<file path="src/rtl/rrat_free_list_pkg.sv">
// Shared out-of-order core configuration: register counts, index widths and
// the typedefs used between rename, commit and the retirement-side free list.
package ooo_config;

  localparam int unsigned NUM_RREGS = 32;
  localparam int unsigned NUM_PREGS = 64;
  localparam int unsigned FL_DEPTH  = NUM_PREGS - NUM_RREGS;
  localparam int unsigned FL_BITS   = $clog2(FL_DEPTH);
  localparam int unsigned RREG_W    = $clog2(NUM_RREGS);
  localparam int unsigned PREG_W    = $clog2(NUM_PREGS);
  localparam int unsigned MAP_W     = NUM_RREGS * PREG_W;

  typedef logic [RREG_W-1:0]  rreg_t;
  typedef logic [PREG_W-1:0]  preg_t;
  // Extra MSB over the slot index distinguishes full from empty.
  typedef logic [FL_BITS:0]   fl_ptr_t;

  typedef struct packed {
    logic  valid;
    rreg_t rd;
    preg_t pd;
  } commit_t;

endpackage

</file>
<file path="src/rtl/rrat_free_list_free_list.sv">
// Circular free list of physical registers with push, pop, head restore and
// a sticky overflow flag; pointers carry one wrap bit above the slot index.
module free_list
  import ooo_config::*;
(
  input  logic    clk,
  input  logic    rst_n,
  input  logic    push,
  input  preg_t   push_pd,
  input  logic    pop,
  input  logic    restore,
  input  fl_ptr_t restore_head,
  output fl_ptr_t head,
  output preg_t   head_pd_c,
  output logic    empty_c,
  output logic    full_c,
  output logic    overflow
);

  localparam fl_ptr_t TAIL_RST = fl_ptr_t'({1'b1, {FL_BITS{1'b0}}});

  fl_ptr_t tail;
  preg_t   slots [FL_DEPTH];

  assign empty_c   = (head == tail);
  assign full_c    = (head[FL_BITS] != tail[FL_BITS]) &&
                     (head[FL_BITS-1:0] == tail[FL_BITS-1:0]);
  assign head_pd_c = slots[head[FL_BITS-1:0]];

  // Head: a restore wins over a same-cycle pop; pops on empty are dropped.
  always_ff @(posedge clk or negedge rst_n) begin
    if (!rst_n) begin
      head <= '0;
    end else if (restore) begin
      head <= restore_head;
    end else if (pop && !empty_c) begin
      head <= head + fl_ptr_t'(1);
    end
  end

  // Tail and storage: the list comes out of reset holding every non-arch preg.
  always_ff @(posedge clk or negedge rst_n) begin
    if (!rst_n) begin
      tail <= TAIL_RST;
      for (int unsigned k = 0; k < FL_DEPTH; k++) begin
        slots[k] <= preg_t'(NUM_RREGS + k);
      end
    end else if (push && !full_c) begin
      slots[tail[FL_BITS-1:0]] <= push_pd;
      tail                     <= tail + fl_ptr_t'(1);
    end
  end

  always_ff @(posedge clk or negedge rst_n) begin
    if (!rst_n) begin
      overflow <= 1'b0;
    end else if (push && full_c) begin
      overflow <= 1'b1;
    end
  end

  push_while_full_a: assert property (@(posedge clk) disable iff (!rst_n) !(push && full_c))
    else $error("free_list: push while full");

endmodule

</file>
<file path="src/rtl/rrat_free_list.sv">
// Retirement RAT plus the free list it feeds: each commit remaps the
// architectural destination and recycles the physical reg it superseded.
module rrat_free_list
  import ooo_config::*;
(
  input  logic                  clk,
  input  logic                  rst_n,
  input  logic                  commit_valid,
  input  logic [RREG_W-1:0]     commit_rd,
  input  logic [PREG_W-1:0]     commit_pd,
  input  logic                  alloc_req,
  output logic                  alloc_valid,
  output logic [PREG_W-1:0]     alloc_pd,
  output logic [FL_BITS:0]      fl_head,
  input  logic                  flush,
  input  logic [FL_BITS:0]      flush_fl_head,
  output logic [MAP_W-1:0]      rrat_map,
  output logic                  fl_overflow
);

  commit_t commit_c;
  logic    remap_c;
  preg_t   old_pd_c;
  logic    empty_c;
  logic    full_c;
  preg_t   rrat [NUM_RREGS];

  assign commit_c = '{valid: commit_valid, rd: rreg_t'(commit_rd), pd: preg_t'(commit_pd)};

  // x0 is hardwired, so commits to it neither remap nor recycle.
  assign remap_c  = commit_c.valid && (commit_c.rd != rreg_t'(0));
  assign old_pd_c = rrat[commit_c.rd];

  always_ff @(posedge clk or negedge rst_n) begin
    if (!rst_n) begin
      for (int unsigned i = 0; i < NUM_RREGS; i++) begin
        rrat[i] <= preg_t'(i);
      end
    end else if (remap_c) begin
      rrat[commit_c.rd] <= commit_c.pd;
    end
  end

  always_comb begin
    rrat_map = '0;
    for (int unsigned i = 0; i < NUM_RREGS; i++) begin
      rrat_map[i*PREG_W +: PREG_W] = rrat[i];
    end
  end

  // Commits are older than any mispredicted branch, so they push even on flush.
  free_list u_free_list (
    .clk          (clk),
    .rst_n        (rst_n),
    .push         (remap_c),
    .push_pd      (old_pd_c),
    .pop          (alloc_req),
    .restore      (flush),
    .restore_head (fl_ptr_t'(flush_fl_head)),
    .head         (fl_head),
    .head_pd_c    (alloc_pd),
    .empty_c      (empty_c),
    .full_c       (full_c),
    .overflow     (fl_overflow)
  );

  assign alloc_valid = !empty_c;

endmodule
</file>
<file path="config.mk">
export PLATFORM = sky130hd
export DESIGN_NAME = rrat_free_list
export DESIGN_NICKNAME = d
export VERILOG_FILES = /design/src/rtl/rrat_free_list_pkg.sv /design/src/rtl/rrat_free_list_free_list.sv /design/src/rtl/rrat_free_list.sv
export SDC_FILE = /design/constraint.sdc
export NUM_CORES = 1
export LEC_CHECK = 0
export BUFFER_PORTS_ARGS = -buffer_cell sky130_fd_sc_hd__buf_2
export CAP_MARGIN = 30
export CORE_MARGIN = 2
export CORE_UTILIZATION = 42
export CTS_CLUSTER_SIZE = 24
export DETAILED_ROUTE_END_ITERATION = 6
export GPL_ROUTABILITY_DRIVEN = 0
export PLACE_DENSITY = 0.64
export SLEW_MARGIN = 40
export SYNTH_ARGS = -nofsm -noshare
export SYNTH_HDL_FRONTEND = slang
export SYNTH_SLANG_ARGS = --single-unit
</file>
<file path="constraint.sdc">
create_clock -name clk -period 5.5 [get_ports clk]
set_input_delay 0.55 -clock clk [delete_from_list [all_inputs] [get_ports clk]]
set_output_delay 0.55 -clock clk [all_outputs]
set_load 0.005 [all_outputs]
</file>
==> impl_results.md, run 1 <==
* Status: complete, no violations
* WL final at 52.6 mm
* Logic pwr share at 24.1%
* Post-synth EDFFs at 0
* Critical setup path kind: reg2out
* M1 GR Usage at 30.6%
* Worst Max-Slew Pin Slew at 790 ps
* Min Tclk post-route at 3820 ps
* Drt drc at 0
* Final-report hold violation count at 0
* DR vias/cell at 5.70
* Die Span X at 217 um
* Max Cap Violations at 0
* Clock skew at 16.6 ps
* Yosys top cell area share at 26.8%
* Syn Inst Count at 1379
* Die H at 217 um
* Critical path data required time at 4950 ps
* Layout Nets at 1567
* CP max stage delay at 880 ps
* Global-route wire length before repair at 79.7 mm
* Rows at 77
* Die footprint at 47000 sq um
* Ys flop type: dfrtp_1
* Post-synth ARST share at 100%
* Antenna cells at 0
* Compound-Gate Fraction of Synth Area at 3.38%
* Flop pwr share at 45.6%
* Simple-Gate Fraction of Synth Area at 5.57%
* Tightest Hold Check Type: in2reg
* Final setup violation count at 0
* Yosys warning count at 0
* Fin Setup TNS at 0 ps
* Slowest-stage cell, CP: dfrtp_2
* Post-route ant nets at 0
* Final Cycle Share at 69.4%
* Pins Over Slew Limit at 0
* I/O pins at 228
* Worst setup SP type: register
* Routed vias at 12363
* CTS Buf Count at 45
* GRT Total Usage at 22.2%
* Drt first pass iters at 4
* Most area-hungry cell type in the Yosys netlist: dfrtp_1
* Initial Util at 42.8%
* CTS tree: yes
* Unique masters post-synth at 48
* Top cells by area, synth: dfrtp_1 (27%), dfstp_2 (27%), mux2_2 (22%)
* Placed cells at 2084
* Peak VDD IR at 0.000280 V
* CTS Root Cell: clkbuf_16
* Synth Area in XOR/XNOR at 0.691%
* Synthesized cell area at 19000 sq um
* Largest net degree at the start of global routing at 145
* Hold Buf Count CTS at 1
* Crit Path Max Fanout at 30
* Syn Nets at 1406
* P per Cell Area at 458 nW/um^2
* Wirelength per Cell at 24.2 um
* Register bit count reported by yosys at 397
* Worst-Skew Late Latency at 570 ps
* Core Footprint at 44400 sq um
* Initial antenna violation count at 0
* Top Usage Layer GRT: met2
* Post-CTS Resized at 0
* NetSw at 3.01 mW
* Int Power at 7.08 mW
* Fmax at 262 MHz
* Worst rel slew slack at 47.3%
* RSZ-0062 raised after global routing: false
* Largest family of logic cells by synthesized area: multiplexers
* Sw frac at 29.8%
* Clock share of power at 30.2%
* Synth cell count leaders: mux2_2 (367), dfrtp_1 (204), dfstp_2 (193), mux2i_1 (115), clkbuf_1 (76)
* Most common cell in the netlist: mux2_2
* Worst setup margin at 1680 ps
* Tot Pwr at 10.1 mW
* Critical path, cell by cell: buf_4, nor2_1, a221oi_1, o21ai_0, a31oi_1, buf_2
* Met2 usage at 34.7%
* Element type at the critical path end: output pin
* # port buffers at 227
* Clk slew on worst S/H paths at 50 ps
* Adder-Cell Fraction of Synth Area at 0.329%
* Lkg Pwr at 10.1 nW
* Register area share after synthesis at 53.5%
* GRT met3 Usage at 4.75%
* Post-DP HPWL at 35.8 mm
* Remaining Overflow, GRT at 0
* Max Buffers Root-to-Sink at 3
* H-tree Lvls at 2
* Layout Cells excl Fill at 2169
* Initial DRC count at 1023
* Mux cell area share after synthesis at 33.5%
* Number of global-route vias before repair at 12546
* Fin util at 49.6%
* Mean Syn Cell Area at 13.8 sq um
* Postcts setup bufs at 0
* WP data arrival at 3270 ps
* Area Overhead vs Synth at 15.9%
* Layout cells sized above 1 at 60.5%
* Pre-CTS setup slack at 1480 ps
* Clock sink count at 397
-- metal layers --
| layer | vias to the layer above | share of wire, % | wire, um |
|---|---|---|---|
| met3 | 99 | 6.0 | 3170 |
| met1 | 6515 | 44 | 23100 |
| met5 | - | 0 | 0 |
| met4 | 0 | 3.2 | 1710 |
| li1 | 5380 | - | - |
| met2 | 369 | 47 | 24600 |
-- cells by family after synthesis --
| group | after synthesis |
|---|---|
| mux | 536 |
| flops | 397 |
| simple gates | 194 |
| buf+inv | 132 |
| compound gates | 100 |
| xor+xnor | 15 |
| fa+ha+maj | 5 |
-- registers in the layout (all words and copies together) (netlist names) --
name,cells
rrat_map,192
u_free_list.slots,192
u_free_list.head,6
u_free_list.tail,6
u_free_list.overflow,1
-- power groups by stage --
| stage | clock network (mW) | logic (mW) | registers (mW) |
|---|---|---|---|
| finish | 3.05 | 2.44 | 4.61 |
| global placement | 0 | 2.34 | 4.61 |
| global route | 3.24 | 2.63 | 4.71 |
| detailed placement | 0 | 2.44 | 4.64 |
| CTS | 3.12 | 2.45 | 4.60 |
| floorplan | 0 | 1.63 | 4.42 |
-- layout make-up --
| cell class | instances | area (sq um) |
|---|---|---|
| flip-flops and latches | 397 | 10200 |
| well taps | 592 | 741 |
| clock buffers | 60 | 1290 |
| clock inverters | 24 | 211 |
| multi-input cells | 850 | 8300 |
| repair buffers | 242 | 1310 |
| inverters | 4 | 15.0 |
| fillers | 3892 | 22400 |
-- metrics by stage --
step                      area [sq um]  hold WS, ps
after floorplan                  19000          254
after global placement           20500          428
after detailed placement         20500          428
after CTS                        22000          160
after global routing             22100          172
final                            22100          191
-- critical path, delay by kind of cell, from the launching register on --
kind	cells	cell delay (ps)
simple gates	1	170
buf+inv	2	570
flops	1	880
compound gates	3	1070
-- cells in the final DEF, fill, tap and decap left out, types with 4 or more instances in the layout --
| cell type | n |
|---|---|
| mux2_2 | 367 |
| buf_2 | 225 |
| dfrtp_1 | 201 |
| dfstp_2 | 193 |
| mux2i_1 | 115 |
| nand2_1 | 70 |
| o22ai_1 | 48 |
| clkbuf_16 | 47 |
| mux4_2 | 36 |
| and3_1 | 31 |
| nor2_1 | 18 |
| o21ai_0 | 18 |
| mux2_4 | 18 |
| clkinv_2 | 17 |
| a21oi_1 | 12 |
| nor4_1 | 12 |
| buf_4 | 10 |
| nand3_1 | 9 |
| nor2b_1 | 8 |
| xor2_1 | 8 |
| xnor2_1 | 7 |
| clkbuf_8 | 7 |
| a221oi_1 | 6 |
| nor3_1 | 6 |
| nand4bb_1 | 6 |
| clkbuf_1 | 6 |
| nor3_2 | 5 |
| nand4_1 | 5 |
| ha_1 | 5 |
| a32oi_1 | 4 |
| nand4b_1 | 4 |
| or4b_2 | 4 |
-- final timing paths --
check	from	endpoint	slack (ps)	depth (start not counted)
max in group asynchronous	rst_n	u_free_list.slots[134]	3760	3
setup / recovery	u_free_list.head[1]	alloc_pd[5]	1680	6
hold / removal	flush_fl_head[2]	u_free_list.head[2]	190	3
setup reg to reg	u_free_list.head[1]	u_free_list.slots[118]	2550	6
min in group asynchronous	rst_n	rrat_map[156]	540	2
hold reg to reg	rrat_map[1]	rrat_map[1]	440	0
(Power assumes the default switching activity.)
==> run 2: changes to the inputs <==
Settings changed: PLACE_DENSITY 0.64 to 0.66.
Clock period 5.5 ns to 3.14 ns, I/O delays scaled along.
==> run 2 against run 1 <==
Net effect: critical endpoint unchanged; final cell count increased by 1.8%; sequential power increased by 72%; critical path type unchanged; power rose by 77%; sequential share of layout area fell by 0.83 points; setup slack got worse by 1600 ps; largest cell class unchanged; clock power rose by 75%.
==> impl_results.md, run 2 (synthesis results as in run 1) <==
* Postcts setup bufs at 0
* # port buffers at 227
* Max Cap Violations at 0
* CTS Buf Count at 45
* Area Overhead vs Synth at 18.0%
* Initial antenna violation count at 1
* Tightest Hold Check Type: in2reg
* Clock skew at 20.7 ps
* Critical path, cell by cell: buf_16, mux4_2, nor2_1, a2111oi_2, buf_4, nor3_1, a31oi_1, buf_2
* Critical setup path kind: reg2out
* Die footprint at 47000 sq um
* Final setup violation count at 0
* Min Tclk post-route at 3060 ps
* Max Buffers Root-to-Sink at 3
* Worst setup SP type: register
* Worst Max-Slew Pin Slew at 825 ps
* CP max stage delay at 530 ps
* Area of the multi-input gates at 8300 sq um
* Post-route ant nets at 0
* Final Cycle Share at 97.6%
* Clock sink count at 397
* Fin Setup TNS at 0 ps
* Post-DP HPWL at 36.3 mm
* Layout Nets at 1609
* Most common cell after layout, fill and taps aside: mux2_2
* GRT Total Usage at 22.5%
* Worst setup margin at 76.3 ps
* Antenna cells at 0
* DR vias/cell at 5.65
* Routed vias at 12479
* Drt first pass iters at 5
* Fill cells at 3863
* Pins Over Slew Limit at 0
* Number of global-route vias before repair at 12914
* Drt drc at 0
* Peak VDD IR at 0.000383 V
* Global-route wire length before repair at 81.0 mm
* Clk slew on worst S/H paths at 60 ps
* Element type at the critical path end: output pin
* Remaining Overflow, GRT at 0
* Critical path data required time at 2830 ps
* Slowest-stage cell, CP: dfrtp_4
* Rows at 77
* CTS Root Cell: clkbuf_16
* Status: complete, no violations
* WL final at 53.0 mm
* Pre-CTS setup slack at 344 ps
* I/O pins at 228
* Wirelength per Cell at 24.0 um
* Final-report hold violation count at 0
* Lkg Pwr at 10.3 nW
* Crit Path Max Fanout at 24
* Initial Util at 42.8%
* H-tree Lvls at 2
* Register Area at 10200 sq um
* P per Cell Area at 795 nW/um^2
* Tot Pwr at 17.8 mW
* Worst-Skew Late Latency at 580 ps
* Die Span X at 217 um
* Largest net degree at the start of global routing at 99
* Hold slack at 90.1 ps
* RSZ-0062 raised after global routing: false
* Worst rel slew slack at 45.0%
* Core Footprint at 44400 sq um
* WP data arrival at 2750 ps
* Layout cells sized above 1 at 60.2%
* CTS tree: yes
* Die H at 217 um
* Initial DRC count at 988
* Fmax at 326 MHz
* Most frequent cells in the layout: mux2_2 (367), buf_2 (225), dfrtp_1 (202), dfstp_2 (193), mux2i_1 (115)
==> run 2: cell types whose count changed in the layout (fill, tap and decap cells not counted), sizes merged <==
| cell | before | now |
|---|---|---|
| dlygate4sd3 | 1 | 7 |
| buf | 241 | 276 |
| bufinv | 3 | 5 |
| clkinv | 19 | 4 |
| inv | 5 | 7 |
| clkbuf | 60 | 70 |
==> run 2: timing repair <==
| action | 4_1_cts | 5_1_grt |
|---|---|---|
| setup endpoints to repair | 2 | 4 |
| hold buffers | 7 | 0 |
| gates cloned | 0 | 1 |
| resized for setup | 4 | 2 |
| hold endpoints to repair | 37 | 0 |
| pin swaps | 0 | 1 |
==> run 2: where the power goes <==
| part | switching [mW] | internal [mW] |
|---|---|---|
| registers | 0.909 | 7.02 |
| clock network | 2.13 | 3.22 |
| logic | 2.22 | 2.35 |
==> run 2: routing by layer <==
layer  part of all wire (%)  GRT usage (%)  vias to the layer above
met2                     47           35.4                      390
li1                       -              -                     5451
met5                      0              0                        -
met4                    2.2           7.17                        0
met3                    6.1           4.25                       72
met1                     45           31.5                     6566
==> run 2: worst max-delay path: cells and delay by family (launching register included) <==
family                 cells  cell delay (ps)
AOI/OAI and AO/OA          2              580
buffers and inverters      3              550
DFF                        1              530
muxes                      1              390
and+or+nand+nor            2              110
==> run 2: path summary, 6_finish.rpt <==
path | end | slack, ps | cells past startpoint | startpoint
max reg2reg | u_free_list.slots[30] | 340 | 5 | u_free_list.head[0]
max in group asynchronous | rrat_map[57] | 1760 | 3 | rst_n
max | alloc_pd[5] | 80 | 8 | u_free_list.head[0]
min in group asynchronous | rrat_map[156] | 320 | 2 | rst_n
min | u_free_list.head[3] | 90 | 2 | flush
min reg2reg | rrat_map[0] | 410 | 0 | rrat_map[0]
==> run 2: per-stage QoR <==
step	utilization [%]	area [sq um]	cells
5_1_grt	50.6	22500	2209
4_1_cts	50.5	22400	2208
2_1_floorplan	-	19000	1379
3_5_place_dp	46.9	20800	2119
6_report	50.6	22500	2209
3_3_place_gp	46.9	20800	2119
==> run 2: final cells by class <==
class / instances / share of cell area (%)
clock inverters: 13 / 0.925
multi-input cells: 850 / 36.9
repair buffers: 284 / 7.73
inverters: 4 / 0.0669
clock buffers: 69 / 5.68
well taps: 592 / 3.30
flip-flops and latches: 397 / 45.3
==> run 3: changes to the inputs <==
Settings changed: PLACE_DENSITY 0.66 to default.
==> run 3 against run 2 <==
Net effect: critical path depth is 2 lower; cell area about the same; power decreased by 0.31%; fmax is 1.4% higher; utilization is essentially flat; via count fell by 0.42%; clock skew is 3.0 ps lower; register-to-register slack better by 340 ps; global-route usage rose by 0.15 points; sequential cell count unchanged; final cell count about the same.
==> impl_results.md, run 3 (synthesis results as in run 1) <==
* Final Cycle Share at 96.2%
* H-tree Lvls at 2
* Slowest-stage cell, CP: dfrtp_4
* Min Tclk post-route at 3020 ps
* Final-report hold violation count at 0
* Int Power at 12.5 mW
* Flop pwr share at 45.5%
* CTS tree: yes
* Layout cells sized above 1 at 60.4%
* Die footprint at 47000 sq um
* Max Buffers Root-to-Sink at 3
* Global-route wire length before repair at 81.3 mm
* Antenna cells at 0
* CTS Root Cell: clkbuf_16
* WL met1 at 24.1 mm
* Routed vias at 12426
* Critical setup path kind: reg2out
* Top layer used by detailed routing: met4
* Worst setup SP type: register
* DR vias/cell at 5.62
* Clock skew at 17.7 ps
* CTS Buf Count at 44
* Worst Max-Slew Pin Slew at 827 ps
* RSZ-0062 raised after global routing: false
* Clock share of power at 29.5%
* Core Footprint at 44400 sq um
* Pins Over Slew Limit at 0
* Remaining Overflow, GRT at 0
* Clk slew on worst S/H paths at 60 ps
* Worst-Skew Late Latency at 570 ps
* Clock sink count at 397
* Critical path data required time at 2830 ps
* Logic pwr share at 24.9%
* Sw frac at 29.6%
* Initial DRC count at 932
* Fmax at 331 MHz
* # port buffers at 227
* Initial antenna violation count at 0
* NetSw at 5.26 mW
* Post-DP HPWL at 36.9 mm
* Peak VDD IR at 0.000383 V
* Most frequent cells in the layout: mux2_2 (367), buf_2 (225), dfrtp_1 (200), dfstp_2 (193), mux2i_1 (115)
* Buf+Inv Stages, Crit Path at 2
* Worst rel slew slack at 44.8%
* P per Cell Area at 793 nW/um^2
* Status: complete, no violations
* Rows at 77
* Drt drc at 0
* Critical path, cell by cell: buf_12, mux2i_1, a2111oi_1, nor3_1, a31oi_1, buf_2
* Number of global-route vias before repair at 12716
* Initial Util at 42.8%
* Max Cap Violations at 0
* Wire length on met3 at 2.53 mm
* Lkg Pwr at 10.3 nW
* Most common cell after layout, fill and taps aside: mux2_2
* Fin Setup TNS at 0 ps
* Drt first pass iters at 5
* Crit Path Max Fanout at 32
* Post-route ant nets at 0
* Tightest Hold Check Type: in2reg
* GRT Total Usage at 22.6%
* WP data arrival at 2710 ps
* Area Overhead vs Synth at 18.0%
* Layout Nets at 1610
* Final setup violation count at 0
* I/O pins at 228
* Largest net degree at the start of global routing at 108
* Die H at 217 um
* CP top delay family: compound AO/OA/AOI/OAI gates
* Tot Pwr at 17.8 mW
* WL final at 53.5 mm
* Metal2 WL at 25.2 mm
* Element type at the critical path end: output pin
* Die Span X at 217 um
* Wirelength per Cell at 24.2 um
* CP max stage delay at 580 ps
-- run 3: changes by cell type in the layout (fill, tap and decap cells not counted), moves of 2 or more --
cell and change:
inv_6 -2, buf_6 +3, clkbuf_8 +2, a221oi_2 +2, dfrtp_1 -2, a221oi_1 -2
-- run 3: worst paths after layout --
| kind | start | endpoint | slack, ps | cells past startpoint |
|---|---|---|---|---|
| worst max-delay path | u_free_list.head[0] | alloc_pd[5] | 120 | 6 |
| worst max register to register | u_free_list.head[4] | u_free_list.slots[139] | 680 | 6 |
| min in group asynchronous | rst_n | rrat_map[167] | 300 | 2 |
| worst min-delay path | flush | u_free_list.head[0] | 90 | 3 |
| max in group asynchronous | rst_n | rrat_map[80] | 1740 | 4 |
| worst min register to register | rrat_map[3] | rrat_map[3] | 400 | 0 |
-- run 3: cell type report --
class	instances	area, sq um
clock inverters	10	160
flip-flops and latches	397	10200
well taps	592	741
clock buffers	71	1300
repair buffers	286	1740
fillers	3862	22000
multi-input cells	850	8290
inverters	4	16.3
-- run 3: power groups by stage --
stage / Combinational [mW] / Clock, mW / Sequential, mW
final: 4.43 / 5.26 / 8.10
after global routing: 4.77 / 5.58 / 8.28
after CTS: 4.43 / 5.39 / 8.08
after detailed placement: 4.41 / 0 / 8.14
after global placement: 4.32 / 0 / 8.08
after floorplan: 2.85 / 0 / 7.74
-- run 3: layer usage --
layer,track usage (%),up-vias
li1,-,5453
met1,31.7,6529
met2,36.0,351
met3,3.09,93
met4,8.24,0
met5,0,-
-- run 3: metrics by stage --
step / std cells / hold slack [ps] / setup WS [ps] / cell area [sq um] / util, %
2_1_floorplan: 1379 / 18.4 / 929 / 19000 / -
3_3_place_gp: 2121 / 391 / 123 / 20800 / 46.9
3_5_place_dp: 2121 / 396 / 302 / 20800 / 46.9
4_1_cts: 2209 / 62.7 / 2.03 / 22400 / 50.4
5_1_grt: 2210 / 99.1 / 6.67 / 22400 / 50.5
6_report: 2210 / 86.3 / 119 / 22400 / 50.5
-- run 3: worst register-to-register path: stages, from the launching register on --
cell,delay (ps)
dfrtp_1,700
xor2_1,230
nor3_2,70
a31oi_2,180
buf_4,320
and3_1,440
mux2_2,380
-- run 3: timing repair --
item	CTS	global route
setup endpoints to repair	5	6
hold buffers	7	0
buffers inserted	0	0
pin swaps	0	0
gates resized for setup	5	7
endpoints found under the hold margin	65	0
